**config.mk**
```make
export PLATFORM = sky130hd
export DESIGN_NAME = sample_feeder
export DESIGN_NICKNAME = d
export VERILOG_FILES = /design/src/rtl/sample_feeder.sv
export SDC_FILE = /design/constraint.sdc
export NUM_CORES = 1
export LEC_CHECK = 0
export CAP_MARGIN = 30
export CORE_MARGIN = 1.5
export CORE_UTILIZATION = 35
export CTS_CLUSTER_SIZE = 12
export DETAILED_ROUTE_END_ITERATION = 10
export REMOVE_ABC_BUFFERS = 1
export SLEW_MARGIN = 20
export SYNTH_ARGS = -nofsm -noshare
export SYNTH_HDL_FRONTEND = slang
export SYNTH_SLANG_ARGS = --single-unit
```
**constraint.sdc**
```tcl
create_clock -name clk -period 4.85 [get_ports clk]
set_input_delay 0.97 -clock clk [delete_from_list [all_inputs] [get_ports clk]]
set_output_delay 0.97 -clock clk [all_outputs]
set_load 0.005 [all_outputs]
```
**src/rtl/sample_feeder.sv**
```systemverilog
`default_nettype none
// ============================================================================
// Module      : sample_feeder
// Description : Sample FIFO plus 4-slot coefficient shadow bank feeding a
//               downstream filter through a data_ready/load_coeff request,
//               modwait busy handshake. Optional macro
//               SAMPLE_FEEDER_DROP_CNT_EN builds a saturating drop counter.
// Revision    : 1.0 - initial release
// ============================================================================
module sample_feeder #(
    parameter int DEPTH = 8
) (
    input  logic                     clk,
    input  logic                     rst,
    input  logic                     in_valid,
    input  logic [15:0]              in_data,
    output logic                     in_ready,
    input  logic                     coeff_wr,
    input  logic [1:0]               coeff_idx,
    input  logic [15:0]              coeff_data,
    input  logic                     coeff_go,
    input  logic                     modwait,
    output logic [15:0]              sample_data,
    output logic [15:0]              fir_coefficient,
    output logic                     data_ready,
    output logic                     load_coeff,
    output logic [$clog2(DEPTH):0]   fill_level,
    output logic                     coeff_busy,
    output logic                     overrun,
    output logic [7:0]               drop_count
);

    localparam int                   c_ADDR_W  = $clog2(DEPTH);
    localparam logic [c_ADDR_W:0]    c_FULL    = (c_ADDR_W+1)'(DEPTH);
    localparam logic [c_ADDR_W-1:0]  c_PTR_ONE = {{(c_ADDR_W-1){1'b0}}, 1'b1};
    localparam logic [c_ADDR_W:0]    c_CNT_ONE = {{c_ADDR_W{1'b0}}, 1'b1};

    typedef enum logic [2:0] {
        S_IDLE  = 3'd0,
        S_LOAD  = 3'd1,
        S_LWAIT = 3'd2,
        S_ISSUE = 3'd3,
        S_SWAIT = 3'd4
    } state_t;

    state_t                r_state;
    state_t                w_state_nxt;
    logic [15:0]           r_mem [DEPTH];
    logic [c_ADDR_W-1:0]   r_wr_ptr;
    logic [c_ADDR_W-1:0]   r_rd_ptr;
    logic [c_ADDR_W:0]     r_count;
    logic [15:0]           r_slot [4];
    logic [1:0]            r_idx;
    logic [1:0]            w_idx_nxt;
    logic [1:0]            w_load_idx;
    logic [15:0]           w_load_val;
    logic [15:0]           r_sample_data;
    logic [15:0]           r_fir_coeff;
    logic                  r_overrun;
    logic                  w_full;
    logic                  w_pop;
    logic                  w_push;
    logic                  w_drop;
    logic                  w_load_entry;

    assign w_full = (r_count == c_FULL);
    // A pop on the same edge frees the slot, so a write while full is still taken.
    assign w_push = in_valid && (!w_full || w_pop);
    assign w_drop = in_valid && w_full && !w_pop;

    always_ff @(posedge clk or posedge rst) begin
        if (rst) begin
            r_state <= S_IDLE;
            r_idx   <= 2'd0;
        end else begin
            r_state <= w_state_nxt;
            r_idx   <= w_idx_nxt;
        end
    end

    always_comb begin
        w_state_nxt  = r_state;
        w_idx_nxt    = r_idx;
        w_pop        = 1'b0;
        w_load_entry = 1'b0;
        w_load_idx   = r_idx;
        case (r_state)
            S_IDLE: begin
                if (coeff_go) begin
                    w_state_nxt  = S_LOAD;
                    w_idx_nxt    = 2'd0;
                    w_load_entry = 1'b1;
                    w_load_idx   = 2'd0;
                end else if ((r_count != '0) && !modwait) begin
                    w_state_nxt = S_ISSUE;
                    w_pop       = 1'b1;
                end
            end
            S_LOAD: begin
                if (modwait) w_state_nxt = S_LWAIT;
            end
            S_LWAIT: begin
                if (!modwait) begin
                    if (r_idx == 2'd3) begin
                        w_state_nxt = S_IDLE;
                    end else begin
                        w_state_nxt  = S_LOAD;
                        w_idx_nxt    = r_idx + 2'd1;
                        w_load_entry = 1'b1;
                        w_load_idx   = r_idx + 2'd1;
                    end
                end
            end
            S_ISSUE: begin
                if (modwait) w_state_nxt = S_SWAIT;
            end
            S_SWAIT: begin
                if (!modwait) w_state_nxt = S_IDLE;
            end
            default: w_state_nxt = S_IDLE;
        endcase
    end

    // A shadow write landing on the same edge as the slot is captured wins.
    assign w_load_val = (coeff_wr && (coeff_idx == w_load_idx)) ? coeff_data : r_slot[w_load_idx];

    always_ff @(posedge clk) begin
        if (w_push) r_mem[r_wr_ptr] <= in_data;
    end

    always_ff @(posedge clk or posedge rst) begin
        if (rst) begin
            r_wr_ptr <= '0;
            r_rd_ptr <= '0;
            r_count  <= '0;
        end else begin
            if (w_push) r_wr_ptr <= r_wr_ptr + c_PTR_ONE;
            if (w_pop)  r_rd_ptr <= r_rd_ptr + c_PTR_ONE;
            case ({w_push, w_pop})
                2'b10:   r_count <= r_count + c_CNT_ONE;
                2'b01:   r_count <= r_count - c_CNT_ONE;
                default: r_count <= r_count;
            endcase
        end
    end

    always_ff @(posedge clk or posedge rst) begin
        if (rst) begin
            for (int i = 0; i < 4; i++) r_slot[i] <= '0;
        end else if (coeff_wr) begin
            r_slot[coeff_idx] <= coeff_data;
        end
    end

    always_ff @(posedge clk or posedge rst) begin
        if (rst) begin
            r_sample_data <= '0;
            r_fir_coeff   <= '0;
            r_overrun     <= 1'b0;
        end else begin
            if (w_pop)        r_sample_data <= r_mem[r_rd_ptr];
            if (w_load_entry) r_fir_coeff   <= w_load_val;
            if (w_drop)       r_overrun     <= 1'b1;
        end
    end

`ifdef SAMPLE_FEEDER_DROP_CNT_EN
    logic [7:0] r_drop_cnt;

    always_ff @(posedge clk or posedge rst) begin
        if (rst) begin
            r_drop_cnt <= 8'd0;
        end else if (w_drop && (r_drop_cnt != 8'hFF)) begin
            r_drop_cnt <= r_drop_cnt + 8'd1;
        end
    end

    assign drop_count = r_drop_cnt;
`else
    assign drop_count = 8'd0;
`endif

    assign in_ready        = !w_full;
    assign fill_level      = r_count;
    assign sample_data     = r_sample_data;
    assign fir_coefficient = r_fir_coeff;
    assign data_ready      = (r_state == S_ISSUE);
    assign load_coeff      = (r_state == S_LOAD);
    assign coeff_busy      = (r_state == S_LOAD) || (r_state == S_LWAIT);
    assign overrun         = r_overrun;

endmodule
`default_nettype wire

```
# Yosys cells after proc, flatten, opt, wreduce, memory -nomap -nowiden

Memories as Yosys holds them, arrays and structs flattened. A register that Yosys moved wholly into a read port is not among the register bits.
Index checks and enable logic that the tools add are counted.
Widths: inputs -> output; s select.

RAM bits: 128
Memories kept: 1
ROM bits: 0
Output and inout bits: 49
Bits in latches: 0
Bits of input ports: 40
Logic and storage cells: 80
Register bits after elaboration: 96

Memory list:

| memory | words | bits a word | rd ports | clocked after memory_dff | wr ports | RTL line | RTL |
|---|---|---|---|---|---|---|---|
| r_mem  | 8     | 16          | 1        | 1                        | 1        | 48       | `logic [15:0] r_mem [DEPTH];` |

Bitwise logic cells: 2
Eq/ne operators: 14
$mul: 0
Reduce and logical (&&, ||, !) cells: 15
Add/sub/neg operators: 5
Div/mod/pow operators: 0
Mux-type cells: 29
Order comparisons: 3
Shift operators: 0

Operator list:

| kind                | number |
|---|---|
| $bwmux 64           | 1 |
| $mux 16             | 4 |
| $bmux 16 s2         | 1 |
| $demux 16 s2        | 1 |
| $mux 3              | 6 |
| $pmux 3 s5          | 1 |
| $mux 1              | 9 |
| $ne 2x2->1 const B  | 4 |
| $pmux 4 s2          | 1 |
| $add 3x1->3 const B | 2 |
| $eq 3x2->1 const B  | 2 |
| $ge 3x3->1 const B  | 2 |
| $logic_and 1x1->1   | 6 |
| $mux 2              | 3 |
| $not 2->3           | 2 |
| $reduce_and 5->1    | 1 |
| $add 4x1->4 const B | 1 |
| $eq 2x2->1 const B  | 2 |
| $eq 4x4->1 const B  | 1 |
| $pmux 2 s2          | 1 |
| $reduce_bool 4->1   | 1 |
| $sub 4x1->4 const B | 1 |
| $eq 3x1->1 const B  | 1 |
| $eq 3x3->1 const B  | 1 |
| 10 further kinds    | 13 |

# Depth between registers and ports, before layout

Gate-level depths: netlist of the first run.

Word-level depth: 9
Gate-level depth with buffers: 10
Gate-level depth less buffers: 9

# Worst setup path after synthesis of the first run

Ideal clock, no wire load.

Path type: input -> register
Start point: input modwait
End point: memory r_mem[0][0] (enable)
Setup slack: 1.329 ns
Library setup time: 0.409 ns
Stages: 5
Buffers on the path: 1
Data arrival time: 3.112 ns
Data required time: 4.441 ns
Cells stage by stage: buf_2 nor4_1 o21a_1 nand2b_1 nor3_1

Cells in the longest elaborated chain, start to end: 9

Ends and longest elaborated chain:

| item                         | RTL line | RTL |
|---|---|---|
| from (decl)                  | 22       | `input logic modwait,` |
| $logic_not 1->1              | --       |  |
| $logic_and 1x1->1            | 94       | `end else if ((r_count != '0) && !modwait) begin` |
| $mux 1                       | 94       |  |
| $mux 1                       | 89       | `if (coeff_go) begin` |
| $mux 1                       | 87       | `case (r_state)` |
| $logic_or 1x1->1             | 68       | `assign w_push = in_valid && (!w_full \|\| w_pop);` |
| $logic_and 1x1->1            | 68       |  |
| $mux 1                       | 128      | `if (w_push) r_mem[r_wr_ptr] <= in_data;` |
| $mux 1 (implied by the code) | 128      |  |
| to (decl)                    | 48       |  |

No other way between the ends.

# Worst setup path in the final report of the first run

Start point: input coeff_go
End point: register r_fir_coeff[13] (netlist: fir_coefficient[13])

Cells in the longest elaborated chain, start to end: 7

Ends and longest elaborated chain:

| item                                       | RTL line | RTL |
|---|---|---|
| from (decl)                                | 21       | `input logic coeff_go,` |
| $mux 2                                     | --       |  |
| $pmux 2 s2                                 | 87       |  |
| $not 2->3 (implied by the code)            | 125      | `assign w_load_val = (coeff_wr && (coeff_idx == w_load_idx)) ? coeff_data : r_slot[w_load_idx];` |
| $bmux 16 s2                                | 125      |  |
| $mux 16 (implied by the code) (2 in a row) | 125      |  |
| $mux 16                                    | 125      |  |
| to (signal assigned)                       | 162      | `if (w_load_entry) r_fir_coeff <= w_load_val;` |
| to (decl)                                  | 58       | `logic [15:0] r_fir_coeff;` |

Parallel ways exist; a longest one is shown, timed or not. The select of a mux whose other input is x is not followed.
A chain may end at the register's enable or synchronous reset.

==> out/results.tsv, run 1 <==
stage	metric	value	unit
run_status	status	finished, final reports clean	
drt	final WL	21100	um
floorplanning	die area	0.0296	mm^2
power_and_ir_drop	Internal Pwr Total	4.81	mW
clock_network	TritonCTS clock tree	done	
clock_network	number of gates resized after CTS	0	
timing	Final Hold Viols	0	
critical_path	worst r2r src	r_state[1]	
yosys	post-synthesis async set-or-reset flop share	46.7	%
power_and_ir_drop	power density over the cells	560	mW/mm^2
floorplanning	initial core utilization	35.8	%
clock_network	root buf cell	clkbuf_16	
floorplanning	row count	61	
yosys	Seq cells post-synth	240	
clock_network	clk_lat worst skew	530	ps
yosys	Avg Cell Area, Syn	16.3	um^2
timing	Tightest Pin Transition	692	ps
timing	Slew Viols, Final	0	
floorplanning	Die Ht	172	um
power_and_ir_drop	P_sw	2.00	mW
yosys	synth warn	0	
yosys	Yosys cell types	44	
drt	drc violations	0	
floorplanning	Die X	172	um
clock_network	Clock Pin Slew Worst Setup and Hold Paths	60	ps
drt	First DRT Iteration DRCs	348	
power_and_ir_drop	maximum vdd drop	287	uV
power_and_ir_drop	clock power share	27.5	%
hold_path	Worst Hold Path EP	overrun	
global_routing	Congestion Overflow GR	0	
cells_and_area	Register Area	0.00665	mm^2
timing	Tcrit/Tclk final	66.1	%
timing	final setup fails	0	
cells_and_area	Layout Nets	752	
critical_path	required time worst endpoint	5310	ps
critical_path	Worst R2R End	fir_coefficient[13]	
cells_and_area	post-route cell area	0.0122	mm^2
global_routing	vias in the first global route	5787	
global_routing	initial antenna violation count	1	
clock_network	hold buffer count at cts	0	
clock_network	Clock Path Buffers	3	
timing	worst setup margin	1640	ps
power_and_ir_drop	Leak	4.46	nW
yosys	cell accounting for the most synthesized area	edfxtp_1	
placed_design	DP HPWL	13300	um
global_routing	first-pass GRT wire length	32600	um
clock_network	TritonCTS Buffers	26	
clock_network	CTS H-tree depth	1	
yosys	Synth top area share	38.5	%
power_and_ir_drop	sequential group share of total power	41.9	%
critical_path	Crit. End Element	flop	
critical_path	Reg2Reg Setup Slack	2030	ps
drt	Via-to-Cell Ratio	4.96	
drt	Initial DRT Pass Iterations	6	
critical_path	Worst Setup Start Kind	input pin	
critical_path	Crit path arrival time	3670	ps
clock_network	post-CTS setup buffer count	0	
job	number of max-cap violations	0	
yosys	sequential fraction of the synthesis area	66.5	%
cells_and_area	most common cell after layout, fill and taps aside	edfxtp_1	
cells_and_area	commonest cells after routing, fill and taps aside	edfxtp_1, dfrtp_1, clkdlybuf4s50_1	
timing	Highest Clock Rate	312	MHz
timing	setup TNS	0	ps
critical_path	cells on worst reg2reg path	8	
cells_and_area	area occupied by multi-input gates	0.00317	mm^2
global_routing	GRT Total Usage	14.4	%
timing	Max-slew headroom	53.8	%
hold_path	Min-Delay Path Depth	1	
drt	DRT antenna net count	0	
cells_and_area	fill count	2546	
floorplanning	I/O pins	89	
yosys	Synth Instances	613	
yosys	Netlist Area Pre-Place	0.00999	mm^2
power_and_ir_drop	Net Sw Frac	29.3	%
cells_and_area	fraction of layout cells with a size suffix above 1	23.3	%
yosys	Synth area leaders	edfxtp_1, dfrtp_1, mux2_2	
critical_path	Setup Crit Path Kind	in2reg	
cells_and_area	Layout area overhead	21.7	%
floorplanning	Core Footprint	0.0279	mm^2
timing	post-layout minimum cycle time	3210	ps
drt	vias	5497	
global_routing	largest net degree at the start of global routing	77	
drt	DR WL/cell	19.0	um
hold_path	Hold Crit Class	reg2reg	
timing	Final Skew	9.77	ps
critical_path	CP Max Fanout	18	
placed_design	Final GP Congestion	0.769	
placed_design	I/O Buffers	80	
placed_design	Placement Setup Slack	1100	ps
placed_design	area post-placement	0.0113	mm^2
power_and_ir_drop	Logic pwr share	30.6	%
clock_network	Sink Count	240	
timing	unrepaired setup endpoints after global routing	no	
yosys	number of flops mapped to enable cells by yosys	128	
hold_path	HP Start	overrun	
yosys	Synth Flop Type	edfxtp_1	
## flip-flops by register name (all words and copies together), names as in the netlist
register and flops:
r_mem 128, fill_level 4, r_state 3, overrun 1, r_idx 2, r_wr_ptr 3, sample_data 16, r_slot 64
r_rd_ptr 3, fir_coefficient 16
## metrics by stage
| step | hold slack (ps) | instances | util, % | total power [mW] |
|---|---|---|---|---|
| 6_report | 473 | 1108 | 43.5 | 6.81 |
| 3_5_place_dp | 466 | 1058 | 40.5 | 5.01 |
| 4_1_cts | 480 | 1106 | 43.4 | 6.91 |
| 5_1_grt | 511 | 1108 | 43.5 | 7.19 |
| 2_1_floorplan | 468 | 576 | - | 4.14 |
| 3_3_place_gp | 465 | 1054 | 40.3 | 4.92 |
## worst max path at each step
stage / startpoint / endpoint / slack [ps] / depth (start not counted)
4_1_cts: coeff_go / fir_coefficient[2] / 1650 / 9
2_1_floorplan: coeff_go / r_mem[0][0] / -1230 / 4
5_1_grt: coeff_go / fir_coefficient[6] / 1500 / 9
3_5_place_dp: coeff_go / fir_coefficient[2] / 1100 / 9
3_3_place_gp: coeff_go / fir_coefficient[10] / 1160 / 9
6_report: coeff_go / fir_coefficient[13] / 1640 / 9
## power by group through the flow
stage	Sequential [mW]	Clock, mW	Combinational, mW
floorplan	2.95	0	1.20
global placement	2.86	0	2.06
detailed placement	2.89	0	2.12
CTS	2.86	1.93	2.12
global route	2.90	2.01	2.28
finish	2.85	1.87	2.08
## final cells by class
| type | count | area share (%) |
|---|---|---|
| antenna | 1 | 0.0206 |
| clock buffer | 42 | 6.34 |
| clock inverter | 6 | 0.494 |
| inverter | 1 | 0.0515 |
| multi-input combinational | 335 | 26.1 |
| sequential | 240 | 54.7 |
| tap | 378 | 3.89 |
| timing repair buffer | 105 | 8.45 |
## cell usage after synthesis (all sizes together) (2+ instances only)
master,count
a221o,15
a211oi,2
clkbuf,18
ha,3
xnor2,4
mux4,32
nor2,36
nor4,3
nand3b,5
nor2b,18
mux2,66
o211a,2
o21ai,5
nand2b,5
mux2i,67
nor3b,2
nand2,18
xor2,2
edfxtp,128
dfrtp,112
o21a,2
a21oi,22
buf,26
nor3,4
## cells by family (layout without fill, tap and decap cells)
family / Yosys count / in the layout / synth area share, %
simple gates: 100 / 100 / 5.03
compound gates: 53 / 53 / 3.74
other cells: 1 / 9 / 0.0375
fa+ha+maj: 3 / 3 / 0.376
xor+xnor: 6 / 6 / 0.526
buf+inv: 45 / 154 / 2.42
flops: 240 / 240 / 66.5
mux: 165 / 165 / 21.4
## worst max-delay path, cell delays in order
cell             delay [ps]
clkdlybuf4s50_1         580
or4b_1                  500
o211a_1                 160
buf_4                   240
mux2i_1                 150
o211a_1                 150
nor2b_1                 470
buf_4                   280
a221o_1                 160
## per-layer routing
metal	GRT usage [%]	part of all wire [%]	up-vias	routed length, um
li1	-	-	2506	-
met1	18.4	43	2847	9090
met2	25.5	51	120	10700
met3	2.63	4.2	24	894
met4	3.25	1.7	0	353
met5	0	0	-	0
Note: power is estimated with default switching activity, not from simulation.
==> run 2, diff against run 1 <==
- clock period: 4.85 -> 2.85 ns (I/O delays scaled with it)
==> run 2 against run 1 <==
Via count increased by 1.0%. Clock power increased by 73%. Count of clock-buffer cells in the layout decreased by 2. Utilization increased by 0.78 points. Flip-flop and latch count unchanged. Non-clock buffer count increased by 7. Wire length increased by 0.51%. First-iteration DRC count decreased by 8.3%. Combinational power increased by 75%. Final area increased by 1.8%. Sequential power increased by 73%. Critical path type is now reg2out. Critical endpoint is now data_ready.
==> out/results.tsv, run 2 (synthesis results as in run 1) <==
stage	metric	value	unit	change
run_status	status	finished, final reports clean		unchanged
timing	Tcrit/Tclk final	87.9	%	
floorplanning	Die X	172	um	unchanged
placed_design	Final GP Congestion	0.757		was 0.769
cells_and_area	Layout Nets	759		was 752
critical_path	Worst Setup Start Kind	flop		was input pin
cells_and_area	post-route cell area	0.0124	mm^2	was 0.0122 mm^2
floorplanning	I/O pins	89		unchanged
power_and_ir_drop	maximum vdd drop	585	uV	was 287 uV
timing	setup TNS	0	ps	unchanged
cells_and_area	fraction of layout cells with a size suffix above 1	24.2	%	was 23.3%
critical_path	Crit path arrival time	1930	ps	was 3670 ps
global_routing	initial antenna violation count	2		was 1
hold_path	Hold Crit Class	in2async		was reg2reg
critical_path	required time worst endpoint	2280	ps	was 5310 ps
timing	Slew Viols, Final	0		unchanged
timing	Max-slew headroom	56.8	%	was 53.8%
cells_and_area	commonest cells after routing, fill and taps aside	edfxtp_1, dfrtp_1, clkdlybuf4s50_1		unchanged
cells_and_area	fill count	2468		was 2546
floorplanning	Core Footprint	0.0279	mm^2	unchanged
power_and_ir_drop	Leak	4.54	nW	was 4.46 nW
global_routing	first-pass GRT wire length	33400	um	was 32600 um
drt	final WL	21200	um	was 21100 um
cells_and_area	Biggest register	r_mem		unchanged
clock_network	clk_lat worst skew	540	ps	was 530 ps
critical_path	Setup Crit Path Kind	reg2out		was in2reg
timing	Final Skew	14.3	ps	was 9.77 ps
placed_design	Placement Setup Slack	47.9	ps	was 1100 ps
clock_network	Sink Count	240		unchanged
floorplanning	die area	0.0296	mm^2	unchanged
floorplanning	initial core utilization	35.8	%	unchanged
cells_and_area	Top Registers	r_mem x128, r_slot x64		unchanged
global_routing	GRT Total Usage	14.8	%	was 14.4%
critical_path	CP Max Fanout	9		was 18
floorplanning	row count	61		unchanged
global_routing	vias in the first global route	5965		was 5787
job	number of max-cap violations	0		unchanged
cells_and_area	area occupied by multi-input gates	0.00317	mm^2	about the same
drt	Initial DRT Pass Iterations	4		was 6
global_routing	Congestion Overflow GR	0		unchanged
cells_and_area	max reg flops	128		unchanged
cells_and_area	Register Area	0.00665	mm^2	unchanged
timing	final setup fails	0		unchanged
floorplanning	Die Ht	172	um	unchanged
cells_and_area	Layout area overhead	23.9	%	was 21.7%
clock_network	hold buffer count at cts	0		unchanged
drt	First DRT Iteration DRCs	319		was 348
clock_network	CTS H-tree depth	1		unchanged
drt	DRT antenna net count	0		unchanged
clock_network	post-CTS setup buffer count	0		unchanged
timing	Tightest Pin Transition	641	ps	was 692 ps
clock_network	root buf cell	clkbuf_16		unchanged
clock_network	Clock Pin Slew Worst Setup and Hold Paths	60	ps	about the same
clock_network	number of gates resized after CTS	0		unchanged
clock_network	TritonCTS clock tree	done		unchanged
drt	Via-to-Cell Ratio	4.98		was 4.96
drt	DR WL/cell	19.0	um	about the same
drt	vias	5554		was 5497
timing	Final Hold Viols	0		unchanged
timing	post-layout minimum cycle time	2500	ps	
clock_network	TritonCTS Buffers	26		unchanged
placed_design	area post-placement	0.0115	mm^2	was 0.0113 mm^2
timing	worst setup margin	346	ps	was 1640 ps
placed_design	DP HPWL	13200	um	was 13300 um
global_routing	largest net degree at the start of global routing	47		was 77
cells_and_area	most common cell after layout, fill and taps aside	edfxtp_1		unchanged
drt	drc violations	0		unchanged
power_and_ir_drop	power density over the cells	956	mW/mm^2	was 560 mW/mm^2
placed_design	I/O Buffers	80		unchanged
critical_path	Crit. End Element	output port		was flop
timing	unrepaired setup endpoints after global routing	no		unchanged
timing	Highest Clock Rate	399	MHz	
clock_network	Clock Path Buffers	3		unchanged
## run 2: changes by cell type in the layout (fill, tap and decap cells not counted), sizes merged
cell    delta
clkinv     +2
buf        +7
inv        -1
clkbuf     -2
bufinv     +1
## run 2: worst paths after layout
| path | startpoint | end | slack, ps | depth (start not counted) |
|---|---|---|---|---|
| min | rst | fill_level[3] | 420 | 2 |
| max reg2reg | fill_level[0] | fill_level[2] | 380 | 9 |
| max | r_state[1] | data_ready | 350 | 4 |
| min in group clk | overrun | overrun | 490 | 1 |
| min reg2reg | overrun | overrun | 490 | 1 |
| max in group asynchronous | rst | r_slot[41] | 1800 | 3 |
## run 2: power by group
| group | switching [mW] | total [mW] | internal, mW |
|---|---|---|---|
| combinational | 1.56 | 3.65 | 2.09 |
| sequential | 0.540 | 4.94 | 4.40 |
| clock | 1.33 | 3.24 | 1.91 |
| total | 3.42 | 11.8 | 8.41 |
## run 2: critical path, cell delays in order, from the launching register on
cell	delay [ps]
dfrtp_1	500
buf_4	200
nand2_1	60
nor2_1	130
clkdlybuf4s50_1	520
## run 2: routing by layer
metal	GRT usage [%]	vias up	part of all wire, %
met5	0	-	0.061
met4	3.52	2	2.1
met2	26.6	141	51
met3	2.43	33	4.2
li1	-	2531	-
met1	18.7	2847	43
## run 2: area by class of cell
cell class | instances | share of cell area, %
Clock inverter | 8 | 0.718
Clock buffer | 40 | 6.09
Sequential cell | 240 | 53.7
Timing Repair Buffer | 112 | 10.0
Multi-Input combinational cell | 335 | 25.6
Inverter | 1 | 0.0505
Tap cell | 378 | 3.82
Antenna cell | 1 | 0.0202
## run 2: stage by stage
step / hold slack, ps / util [%] / instances / power (mW)
floorplan: 468 / - / 576 / 7.05
global placement: 461 / 41.3 / 1066 / 8.57
detailed placement: 474 / 41.3 / 1066 / 8.72
CTS: 421 / 44.3 / 1114 / 12.0
global route: 446 / 44.3 / 1115 / 12.5
finish: 422 / 44.3 / 1115 / 11.8
==> run 3, diff against run 2 <==
- clock period: 2.85 -> 2.68 ns (I/O delays scaled with it)
==> run 3 against run 2 <==
Total power up 5.1%. Sequential share of layout area rose by 0.098 points. Count of clock-buffer cells in the layout up 3. Via count decreased by 0.63%. Setup slack lost 140 ps. Global-route usage down 0.18 points. Sequential power is 6.3% higher. Wire length shrank 0.73%. Clock power hardly changed. Final area decreased by 0.18%. Critical path depth is the same. Non-clock buffer count rose by 8. Critical endpoint unchanged. Largest cell class unchanged. Largest power group unchanged. Highest routed layer is now met4.
==> out/results.tsv, run 3 (synthesis results as in run 1) <==
stage	metric	value	unit	change
placed_design	area post-placement	0.0116	mm^2	was 0.0115 mm^2
timing	Final Skew	21.8	ps	was 14.3 ps
floorplanning	I/O pins	89		unchanged
timing	Final Hold Viols	0		unchanged
critical_path	Crit path arrival time	1930	ps	about the same
global_routing	GRT Total Usage	14.6	%	was 14.8%
drt	drc violations	0		unchanged
global_routing	vias in the first global route	5992		was 5965
cells_and_area	fraction of layout cells with a size suffix above 1	24.4	%	was 24.2%
clock_network	number of gates resized after CTS	0		unchanged
timing	Highest Clock Rate	405	MHz	
floorplanning	Core Footprint	0.0279	mm^2	unchanged
critical_path	required time worst endpoint	2140	ps	was 2280 ps
placed_design	I/O Buffers	80		unchanged
power_and_ir_drop	maximum vdd drop	658	uV	was 585 uV
global_routing	Congestion Overflow GR	0		unchanged
timing	unrepaired setup endpoints after global routing	no		unchanged
run_status	status	finished, final reports clean		unchanged
timing	Max-slew headroom	61.0	%	was 56.8%
placed_design	DP HPWL	13400	um	was 13200 um
placed_design	Placement Setup Slack	-134	ps	was 47.9 ps
drt	Initial DRT Pass Iterations	4		unchanged
clock_network	Clock Pin Slew Worst Setup and Hold Paths	60	ps	about the same
timing	post-layout minimum cycle time	2470	ps	
critical_path	Crit. End Element	output port		unchanged
drt	DR WL/cell	18.7	um	was 19.0 um
cells_and_area	Layout Nets	767		was 759
critical_path	Setup Crit Path Kind	reg2out		unchanged
cells_and_area	# diodes	0		was 1
critical_path	slowest CP cell	clkdlybuf4s50_1		unchanged
clock_network	post-CTS setup buffer count	0		unchanged
drt	Via-to-Cell Ratio	4.92		was 4.98
cells_and_area	post-route cell area	0.0124	mm^2	about the same
hold_path	Hold Crit Class	in2async		unchanged
cells_and_area	max reg flops	128		unchanged
cells_and_area	Layout area overhead	23.6	%	was 23.9%
clock_network	TritonCTS Buffers	26		unchanged
clock_network	CTS H-tree depth	1		unchanged
clock_network	root buf cell	clkbuf_16		unchanged
critical_path	CP Max Fanout	9		unchanged
cells_and_area	Top Registers	r_mem x128, r_slot x64		unchanged
clock_network	clk_lat worst skew	530	ps	was 540 ps
floorplanning	Die X	172	um	unchanged
cells_and_area	most common cell after layout, fill and taps aside	edfxtp_1		unchanged
timing	Tightest Pin Transition	584	ps	was 641 ps
global_routing	first-pass GRT wire length	33200	um	was 33400 um
drt	vias	5519		was 5554
critical_path	CP Cell Sequence	buf_4 > nand2_1 > nor2_1 > clkdlybuf4s50_1		unchanged
clock_network	Clock Path Buffers	3		unchanged
floorplanning	initial core utilization	35.8	%	unchanged
timing	setup TNS	0	ps	unchanged
timing	worst setup margin	210	ps	was 346 ps
critical_path	Worst Setup Start Kind	flop		unchanged
timing	final setup fails	0		unchanged
drt	final WL	21000	um	was 21200 um
timing	Tcrit/Tclk final	92.2	%	
cells_and_area	Biggest register	r_mem		unchanged
clock_network	hold buffer count at cts	0		unchanged
global_routing	largest net degree at the start of global routing	41		was 47
drt	DRT antenna net count	0		unchanged
clock_network	Sink Count	240		unchanged
critical_path	slowest stage delay, CP	520	ps	about the same
floorplanning	die area	0.0296	mm^2	unchanged
global_routing	initial antenna violation count	0		was 2
placed_design	Final GP Congestion	0.753		was 0.757
floorplanning	row count	61		unchanged
clock_network	TritonCTS clock tree	done		unchanged
critical_path	cells on worst reg2reg path	9		unchanged
job	number of max-cap violations	0		unchanged
cells_and_area	fill count	2464		was 2468
power_and_ir_drop	power density over the cells	1010	mW/mm^2	was 956 mW/mm^2
cells_and_area	fin util	44.2	%	was 44.3%
cells_and_area	commonest cells after routing, fill and taps aside	edfxtp_1, dfrtp_1, clkdlybuf4s50_1		unchanged
power_and_ir_drop	Leak	4.53	nW	was 4.54 nW
drt	First DRT Iteration DRCs	320		was 319
timing	Slew Viols, Final	0		unchanged
floorplanning	Die Ht	172	um	unchanged
run 3: changes by cell type in the layout (fill, tap and decap cells not counted):
cell / delta
clkbuf_8: -3
bufinv_16: -1
clkinv_1: -1
buf_4: +9
clkinv_2: -3
clkinv_8: +1
buf_12: -1
nor4_1: -1
nor4_2: +1
clkinv_16: -1
clkbuf_1: +6
clkinvlp_4: +1
diode_2: -1
run 3: area by class of cell:
class,instances,area [um^2],area share [%]
flip-flops and latches,240,6650,53.8
well taps,378,473,3.83
clock buffers,43,734,5.94
multi-input cells,335,3170,25.7
clock inverters,4,33.8,0.273
repair buffers,120,1290,10.4
inverters,1,6.26,0.0506
run 3: worst paths after layout:
kind | from | end | slack, ps
setup / recovery | r_state[0] | data_ready | 210
max in group asynchronous | rst | r_slot[47] | 1680
min in group clk | overrun | overrun | 490
hold reg to reg | overrun | overrun | 490
hold / removal | rst | fill_level[3] | 390
setup reg to reg | r_state[2] | fill_level[2] | 230
run 3: where the power goes:
group          internal, mW  leakage (nW)  switching, mW  total (mW)
logic                  2.29          1.67           1.68        3.97
registers              4.68          2.49          0.571        5.25
clock network          1.86         0.367           1.35        3.21
total                  8.83          4.53           3.60        12.4
run 3: metrics by stage:
stage / hold slack [ps] / power, mW / std cells
finish: 391 / 12.4 / 1121
detailed placement: 470 / 9.35 / 1074
global placement: 464 / 9.17 / 1074
global route: 425 / 13.1 / 1121
floorplan: 468 / 7.50 / 576
CTS: 393 / 12.6 / 1121
run 3: critical path: cells and delay by family, from the launching register on:
family | cells | cell delay [ps]
flip-flops | 1 | 500
buffers and inverters | 2 | 730
AND/OR/NAND/NOR | 2 | 190
run 3: per-layer routing:
metal  track usage, %  vias to the layer above  wire length, um
li1                 -                     2541                -
met1             18.0                     2826             8770
met2             27.0                      122            11000
met3             2.33                       30              817
met4             3.33                        0              422
met5                0                        -                0
